--- src/rtl/key_pkg.sv ---
// Shared types and default timing constants for the key conditioning block.
package key_pkg;

    // Per-key hold tracking: idle, held (waiting for long press), long (auto-repeating).
    typedef enum logic [1:0] {
        S_IDLE = 2'd0,
        S_HELD = 2'd1,
        S_LONG = 2'd2
    } key_state_e;

    // Defaults for a 50 MHz system clock.
    localparam int unsigned KEY_DEB_10MS  = 500000;
    localparam int unsigned KEY_LONG_1S   = 50000000;
    localparam int unsigned KEY_REP_200MS = 10000000;

    // Counter width able to hold 0..max; never narrower than one bit.
    function automatic int unsigned cnt_width(input int unsigned max_val);
        return (max_val == 0) ? 1 : $clog2(max_val + 1);
    endfunction

endpackage

--- src/rtl/key_debounce_channel.sv ---
// One key channel: 2-flop synchronizer, debounce counter, hold/repeat FSM
// and registered 1-cycle event pulses. Raw key is active-low.
//
// Handshake: none. Every output is a registered level or a pulse that is
// high for exactly one clock; consumers sample it on any clock edge.
module key_debounce_channel
    import key_pkg::*;
#(
    parameter int unsigned DEBOUNCE_CYCLES = KEY_DEB_10MS,
    parameter int unsigned LONG_CYCLES     = KEY_LONG_1S,
    parameter int unsigned REPEAT_CYCLES   = KEY_REP_200MS
) (
    input  logic i_clk,
    input  logic i_rst_n,
    input  logic i_key,
    output logic o_level,
    output logic o_press,
    output logic o_release,
    output logic o_long,
    output logic o_repeat
);

    localparam int unsigned DEB_W  = cnt_width(DEBOUNCE_CYCLES);
    localparam int unsigned HOLD_W = cnt_width(LONG_CYCLES);
    localparam int unsigned REP_W  = cnt_width(REPEAT_CYCLES);

    localparam logic [DEB_W-1:0]  DEB_LAST  = DEB_W'(DEBOUNCE_CYCLES - 1);
    localparam logic [HOLD_W-1:0] HOLD_LAST = HOLD_W'(LONG_CYCLES - 1);
    localparam logic [REP_W-1:0]  REP_LAST  =
        (REPEAT_CYCLES == 0) ? '0 : REP_W'(REPEAT_CYCLES - 1);

    // Synchronizer keeps raw polarity (1 = released) so reset means "released".
    logic              sync1_q, sync1_d;
    logic              sync2_q, sync2_d;
    logic              deb_level_q, deb_level_d;   // accepted level, 1 = pressed
    logic [DEB_W-1:0]  deb_cnt_q, deb_cnt_d;
    key_state_e        state_q, state_d;
    logic [HOLD_W-1:0] hold_cnt_q, hold_cnt_d;
    logic [REP_W-1:0]  rep_cnt_q, rep_cnt_d;
    logic              level_q, level_d;
    logic              press_q, press_d;
    logic              release_q, release_d;
    logic              long_q, long_d;
    logic              repeat_q, repeat_d;
    logic              synced_pressed;

    // Synchronizer and debounce: accept a new level only after it has differed
    // from the accepted level for DEBOUNCE_CYCLES consecutive edges.
    always_comb begin
        sync1_d        = i_key;
        sync2_d        = sync1_q;
        synced_pressed = ~sync2_q;
        deb_level_d    = deb_level_q;
        deb_cnt_d      = '0;
        if (synced_pressed != deb_level_q) begin
            if (deb_cnt_q == DEB_LAST) begin
                deb_level_d = synced_pressed;
            end else begin
                deb_cnt_d = deb_cnt_q + DEB_W'(1);
            end
        end
    end

    // Hold FSM: press -> long press -> periodic repeat; release always wins.
    always_comb begin
        state_d    = state_q;
        hold_cnt_d = hold_cnt_q;
        rep_cnt_d  = rep_cnt_q;
        level_d    = level_q;
        press_d    = 1'b0;
        release_d  = 1'b0;
        long_d     = 1'b0;
        repeat_d   = 1'b0;
        case (state_q)
            S_IDLE: begin
                if (deb_level_q) begin
                    state_d    = S_HELD;
                    press_d    = 1'b1;
                    level_d    = 1'b1;
                    hold_cnt_d = '0;
                end
            end
            S_HELD: begin
                if (!deb_level_q) begin
                    state_d   = S_IDLE;
                    release_d = 1'b1;
                    level_d   = 1'b0;
                end else if (hold_cnt_q == HOLD_LAST) begin
                    state_d   = S_LONG;
                    long_d    = 1'b1;
                    rep_cnt_d = '0;
                end else begin
                    hold_cnt_d = hold_cnt_q + HOLD_W'(1);
                end
            end
            S_LONG: begin
                if (!deb_level_q) begin
                    state_d   = S_IDLE;
                    release_d = 1'b1;
                    level_d   = 1'b0;
                end else if (REPEAT_CYCLES != 0) begin
                    if (rep_cnt_q == REP_LAST) begin
                        repeat_d  = 1'b1;
                        rep_cnt_d = '0;
                    end else begin
                        rep_cnt_d = rep_cnt_q + REP_W'(1);
                    end
                end
            end
            default: begin
                state_d = S_IDLE;
                level_d = 1'b0;
            end
        endcase
    end

    // All channel state, with synchronous active-low reset.
    always_ff @(posedge i_clk) begin
        if (!i_rst_n) begin
            sync1_q     <= 1'b1;
            sync2_q     <= 1'b1;
            deb_level_q <= 1'b0;
            deb_cnt_q   <= '0;
            state_q     <= S_IDLE;
            hold_cnt_q  <= '0;
            rep_cnt_q   <= '0;
            level_q     <= 1'b0;
            press_q     <= 1'b0;
            release_q   <= 1'b0;
            long_q      <= 1'b0;
            repeat_q    <= 1'b0;
        end else begin
            sync1_q     <= sync1_d;
            sync2_q     <= sync2_d;
            deb_level_q <= deb_level_d;
            deb_cnt_q   <= deb_cnt_d;
            state_q     <= state_d;
            hold_cnt_q  <= hold_cnt_d;
            rep_cnt_q   <= rep_cnt_d;
            level_q     <= level_d;
            press_q     <= press_d;
            release_q   <= release_d;
            long_q      <= long_d;
            repeat_q    <= repeat_d;
        end
    end

    assign o_level   = level_q;
    assign o_press   = press_q;
    assign o_release = release_q;
    assign o_long    = long_q;
    assign o_repeat  = repeat_q;

endmodule

--- src/rtl/key_debounce_pulser.sv ---
// Conditions raw active-low push-buttons into clean per-key events.
// Channels are fully independent; the top only replicates them.
module key_debounce_pulser
    import key_pkg::*;
#(
    parameter int unsigned N_KEYS          = 3,
    parameter int unsigned DEBOUNCE_CYCLES = KEY_DEB_10MS,
    parameter int unsigned LONG_CYCLES     = KEY_LONG_1S,
    parameter int unsigned REPEAT_CYCLES   = KEY_REP_200MS
) (
    input  logic              i_clk,
    input  logic              i_rst_n,
    input  logic [N_KEYS-1:0] i_key,
    output logic [N_KEYS-1:0] o_level,
    output logic [N_KEYS-1:0] o_press,
    output logic [N_KEYS-1:0] o_release,
    output logic [N_KEYS-1:0] o_long,
    output logic [N_KEYS-1:0] o_repeat
);

    // One independent channel per key.
    for (genvar g = 0; g < N_KEYS; g++) begin : g_chan
        key_debounce_channel #(
            .DEBOUNCE_CYCLES (DEBOUNCE_CYCLES),
            .LONG_CYCLES     (LONG_CYCLES),
            .REPEAT_CYCLES   (REPEAT_CYCLES)
        ) u_chan (
            .i_clk     (i_clk),
            .i_rst_n   (i_rst_n),
            .i_key     (i_key[g]),
            .o_level   (o_level[g]),
            .o_press   (o_press[g]),
            .o_release (o_release[g]),
            .o_long    (o_long[g]),
            .o_repeat  (o_repeat[g])
        );
    end

endmodule

--- config.mk ---
export PLATFORM = sky130hd
export DESIGN_NAME = key_debounce_pulser
export DESIGN_NICKNAME = d
export VERILOG_FILES = /design/src/rtl/key_pkg.sv /design/src/rtl/key_debounce_channel.sv /design/src/rtl/key_debounce_pulser.sv
export SDC_FILE = /design/constraint.sdc
export NUM_CORES = 1
export LEC_CHECK = 0
export ABC_AREA = 1
export CAP_MARGIN = 20
export CORE_AREA = 2 2 163 165
export DETAILED_ROUTE_END_ITERATION = 10
export DIE_AREA = 0 0 165 167
export DONT_BUFFER_PORTS = 1
export PLACE_DENSITY_LB_ADDON = 0.12
export SETUP_SLACK_MARGIN = 0.5
export SKIP_LAST_GASP = 1
export SLEW_MARGIN = 20
export SYNTH_ARGS = -nofsm -noshare
export SYNTH_HDL_FRONTEND = slang
export SYNTH_SLANG_ARGS = --single-unit
export TNS_END_PERCENT = 50
--- constraint.sdc ---
create_clock -name i_clk -period 4.5 [get_ports i_clk]
set_input_delay 0.9 -clock i_clk [delete_from_list [all_inputs] [get_ports i_clk]]
set_output_delay 0.9 -clock i_clk [all_outputs]
set_load 0.02 [all_outputs]
==> metrics.txt <==
result of the run=finished clean; Overflow after GRT=0; Total Wirelength=31.7 mm; average instance area after synthesis=6.25 um^2; FF-to-FF setup slack=2.04 ns; vias after detailed routing=13,300; footprint of the multi-input gates=0.00784 mm^2; length of the first detailed-routing pass in iterations=5; share of cells above drive strength 1=5.16%; total setup violations reported at the end of the flow=0; all-layer global routing usage=23.2%; final design utilization=58.0%; detailed-placement wirelength estimate=22.7 mm; clock tree from TritonCTS=done; antenna diode instance count=0; sum of negative setup slack=0 ns; number of buffer cells added on primary ports=0; DRT antenna net count=0; net count after synthesis=2,269; sort of element at the end of the critical path=register; Final Hold Fails=0; standby leakage power=0.00529 uW; Worst Setup Slack, final=2.04 ns; number of max-cap violations=0; worst setup path startpoint=g_chan[0].u_chan.state_q[1]; Crit path largest cell delay=0.49 ns; number of DRC violations after detailed-routing iteration 0=998; antenna violations before repair=0; sequential standard cell area=0.00474 mm^2; dominant delay contributor by cell family on the critical path=compound AO/OA/AOI/OAI gates; worst slack, placed=2.02 ns; post-synthesis instance area=0.0140 mm^2; number of pins with negative max-slew slack in the final report=0; number of gates given a new drive strength after cts=0; Switching Power=914 uW; number of filler instances in the final layout=2,538; sequential fraction of the synthesis area=33.8%; number of unique standard cell types used by synthesis=40; RSZ-0062 raised after global routing=false; area of the die=0.0276 mm^2; design internal power=3460 uW; Max clock buf depth=3; most used cells in the layout excluding fill and tap cells=sky130_fd_sc_hd__nand2_1 (618), sky130_fd_sc_hd__nor2_1 (400), sky130_fd_sc_hd__inv_1 (259); # H-tree levels=1; maximum number of pins on one net before global-route repair=60; reg-to-reg startpoint=g_chan[0].u_chan.state_q[1]; Routed WL per cell=12.4 um; net switching fraction of the power=20.9%; part of the power in combinational logic=1.0%; slowest stage cell, crit path=sky130_fd_sc_hd__ha_1; Detail Route met3 WL=1.43 mm; clk root buf=sky130_fd_sc_hd__clkbuf_16; share of the synthesized area in the top cell type=33.8%; number of nets in the layout=2,232; Critical Path, Cell by Cell=inv_1, ha_1, nand2_1, nand2_1, inv_1, a21oi_4, o21ai_0, nor2_1, nor2_1; relative slew slack=53.0%; DP Cell Count=2,515; fin crit period=2.46 ns; synthesis-stage register bit count=237; weighted congestion at the end of routability-driven global placement=0.916; die width=165 um; worst-margin pin slew=0.705 ns; worst min path class=reg2reg; CTS Hold Buffers Added=0; Gate Count Post-Synth=2,246; power density over the cells=293 mW/mm^2; routed length on met1=15.7 mm; Row Count=59; count of buffering cells on the critical path with inverters included=2; vias in the first global route=12,100; DIE HEIGHT=167 um; first-pass GRT wire length=54.8 mm; synthesis-to-finish area growth=6.37%; highest attainable clock frequency=407 MHz; Via-to-Cell Ratio=5.19; Placeable Area=0.0258 mm^2; Highest Signal Layer=met4; Setup Skew=0.0104 ns; leading cell types by total area after synthesis=sky130_fd_sc_hd__dfxtp_1 (34%), sky130_fd_sc_hd__nand2_1 (17%), sky130_fd_sc_hd__nor2_1 (11%), sky130_fd_sc_hd__inv_1 (6.9%), sky130_fd_sc_hd__nand3_1 (6.2%); type of the worst setup path=reg2reg; data required time at the worst endpoint=4.92 ns; arrival time of data at the critical path endpoint=2.88 ns; period utilisation layout=54.6%; number of standard cells in the final layout excluding fillers=2,563; relative contribution of sequential cells to total power=48.0%; Worst Hold Margin=0.411 ns; maximum VDD drop=0.280 mV; total number of yosys warnings=0; clk_lat worst skew=0.53 ns; Worst Hold Launch=g_chan[1].u_chan.sync1_q; maximum fanout along the worst path=22; Clk network pwr share=51.0%; TritonCTS buffer count=27; startpoint type of the worst setup path=register; clock-pin transition on the worst setup and hold timing paths=0.06 ns; post-synthesis cell type with the largest combined area=sky130_fd_sc_hd__dfxtp_1; clock sinks=237; count of pins on the block boundary=20; leading cell type in the layout, fill and taps excluded=sky130_fd_sc_hd__nand2_1; number of buffers inserted by post-CTS setup repair=0; initial standard-cell utilization of the core=54.5%; routed length on met2=13.9 mm; DRC violations left=0
[layout make-up]
cell class	count	share of cell area, %
clock inverter	9	0.838
timing repair buffer	1	0.0503
clock buffer	39	5.16
multi-input combinational	1670	52.5
tap	335	2.81
inverter	272	6.88
sequential	237	31.8
[worst paths after layout]
kind | to | cells past startpoint
max | g_chan[0].u_chan.rep_cnt_q[9] | 9
min | g_chan[1].u_chan.sync2_q | 1
max reg2reg | g_chan[0].u_chan.rep_cnt_q[9] | 9
min reg2reg | g_chan[1].u_chan.sync2_q | 1
[cells in the mapped netlist, drive strengths merged]
cell type	instances
nor3	81
or2	14
nand3b	10
nor4	7
or3	1
clkbuf	19
a21oi	121
nand4	62
o21ai	45
inv	268
dfxtp	237
buf	48
nor2	418
and3	2
a31oi	3
nand2	635
xnor2	11
xor2	42
nor3b	8
and2	4
o21a	2
clkinv	4
nand3	182
ha	18
o21bai	4
[power groups by stage]
stage | clock [uW] | combinational, uW | sequential (uW)
after floorplan | 0 | 39.0 | 2150
after CTS | 2290 | 44.1 | 2100
after detailed placement | 0 | 44.1 | 2150
after global routing | 2350 | 50.3 | 2100
after global placement | 0 | 43.2 | 2150
final | 2230 | 43.6 | 2100
[metrics by stage]
| stage | instance area (um^2) | total power [uW] |
|---|---|---|
| floorplan | 14000 | 2190 |
| global placement | 14000 | 2190 |
| detailed placement | 14000 | 2190 |
| CTS | 14900 | 4430 |
| global route | 14900 | 4510 |
| finish | 14900 | 4380 |
[sequential cells by signal, indices dropped and copies added (netlist names)]
signal / cells
g_chan.u_chan.hold_cnt_q: 78
g_chan.u_chan.rep_cnt_q: 72
g_chan.u_chan.deb_cnt_q: 57
g_chan.u_chan.state_q: 6
g_chan.u_chan.deb_level_q: 3
g_chan.u_chan.o_level: 3
g_chan.u_chan.o_long: 3
g_chan.u_chan.o_press: 3
g_chan.u_chan.o_release: 3
g_chan.u_chan.o_repeat: 3
g_chan.u_chan.sync1_q: 3
g_chan.u_chan.sync2_q: 3
[metal layers]
| metal | up-vias | GRT usage [%] |
|---|---|---|
| met5 | - | 0 |
| met1 | 5951 | 32.6 |
| li1 | 7027 | - |
| met2 | 262 | 37.9 |
| met4 | 0 | 5.52 |
| met3 | 51 | 2.47 |
[kinds of logic (layout without fill, tap and decap cells)]
logic type | count (synthesis) | in the layout | share of synthesized area, %
buffers and inverters | 339 | 321 | 10.4
AND/OR/NAND/NOR | 1424 | 1424 | 44.3
AO/OA/AOI/OAI | 175 | 175 | 6.61
adder cells (fa/ha/maj) | 18 | 18 | 1.60
XOR/XNOR | 53 | 53 | 3.31
flip-flops | 237 | 237 | 33.8
(Power assumes the default switching activity.)
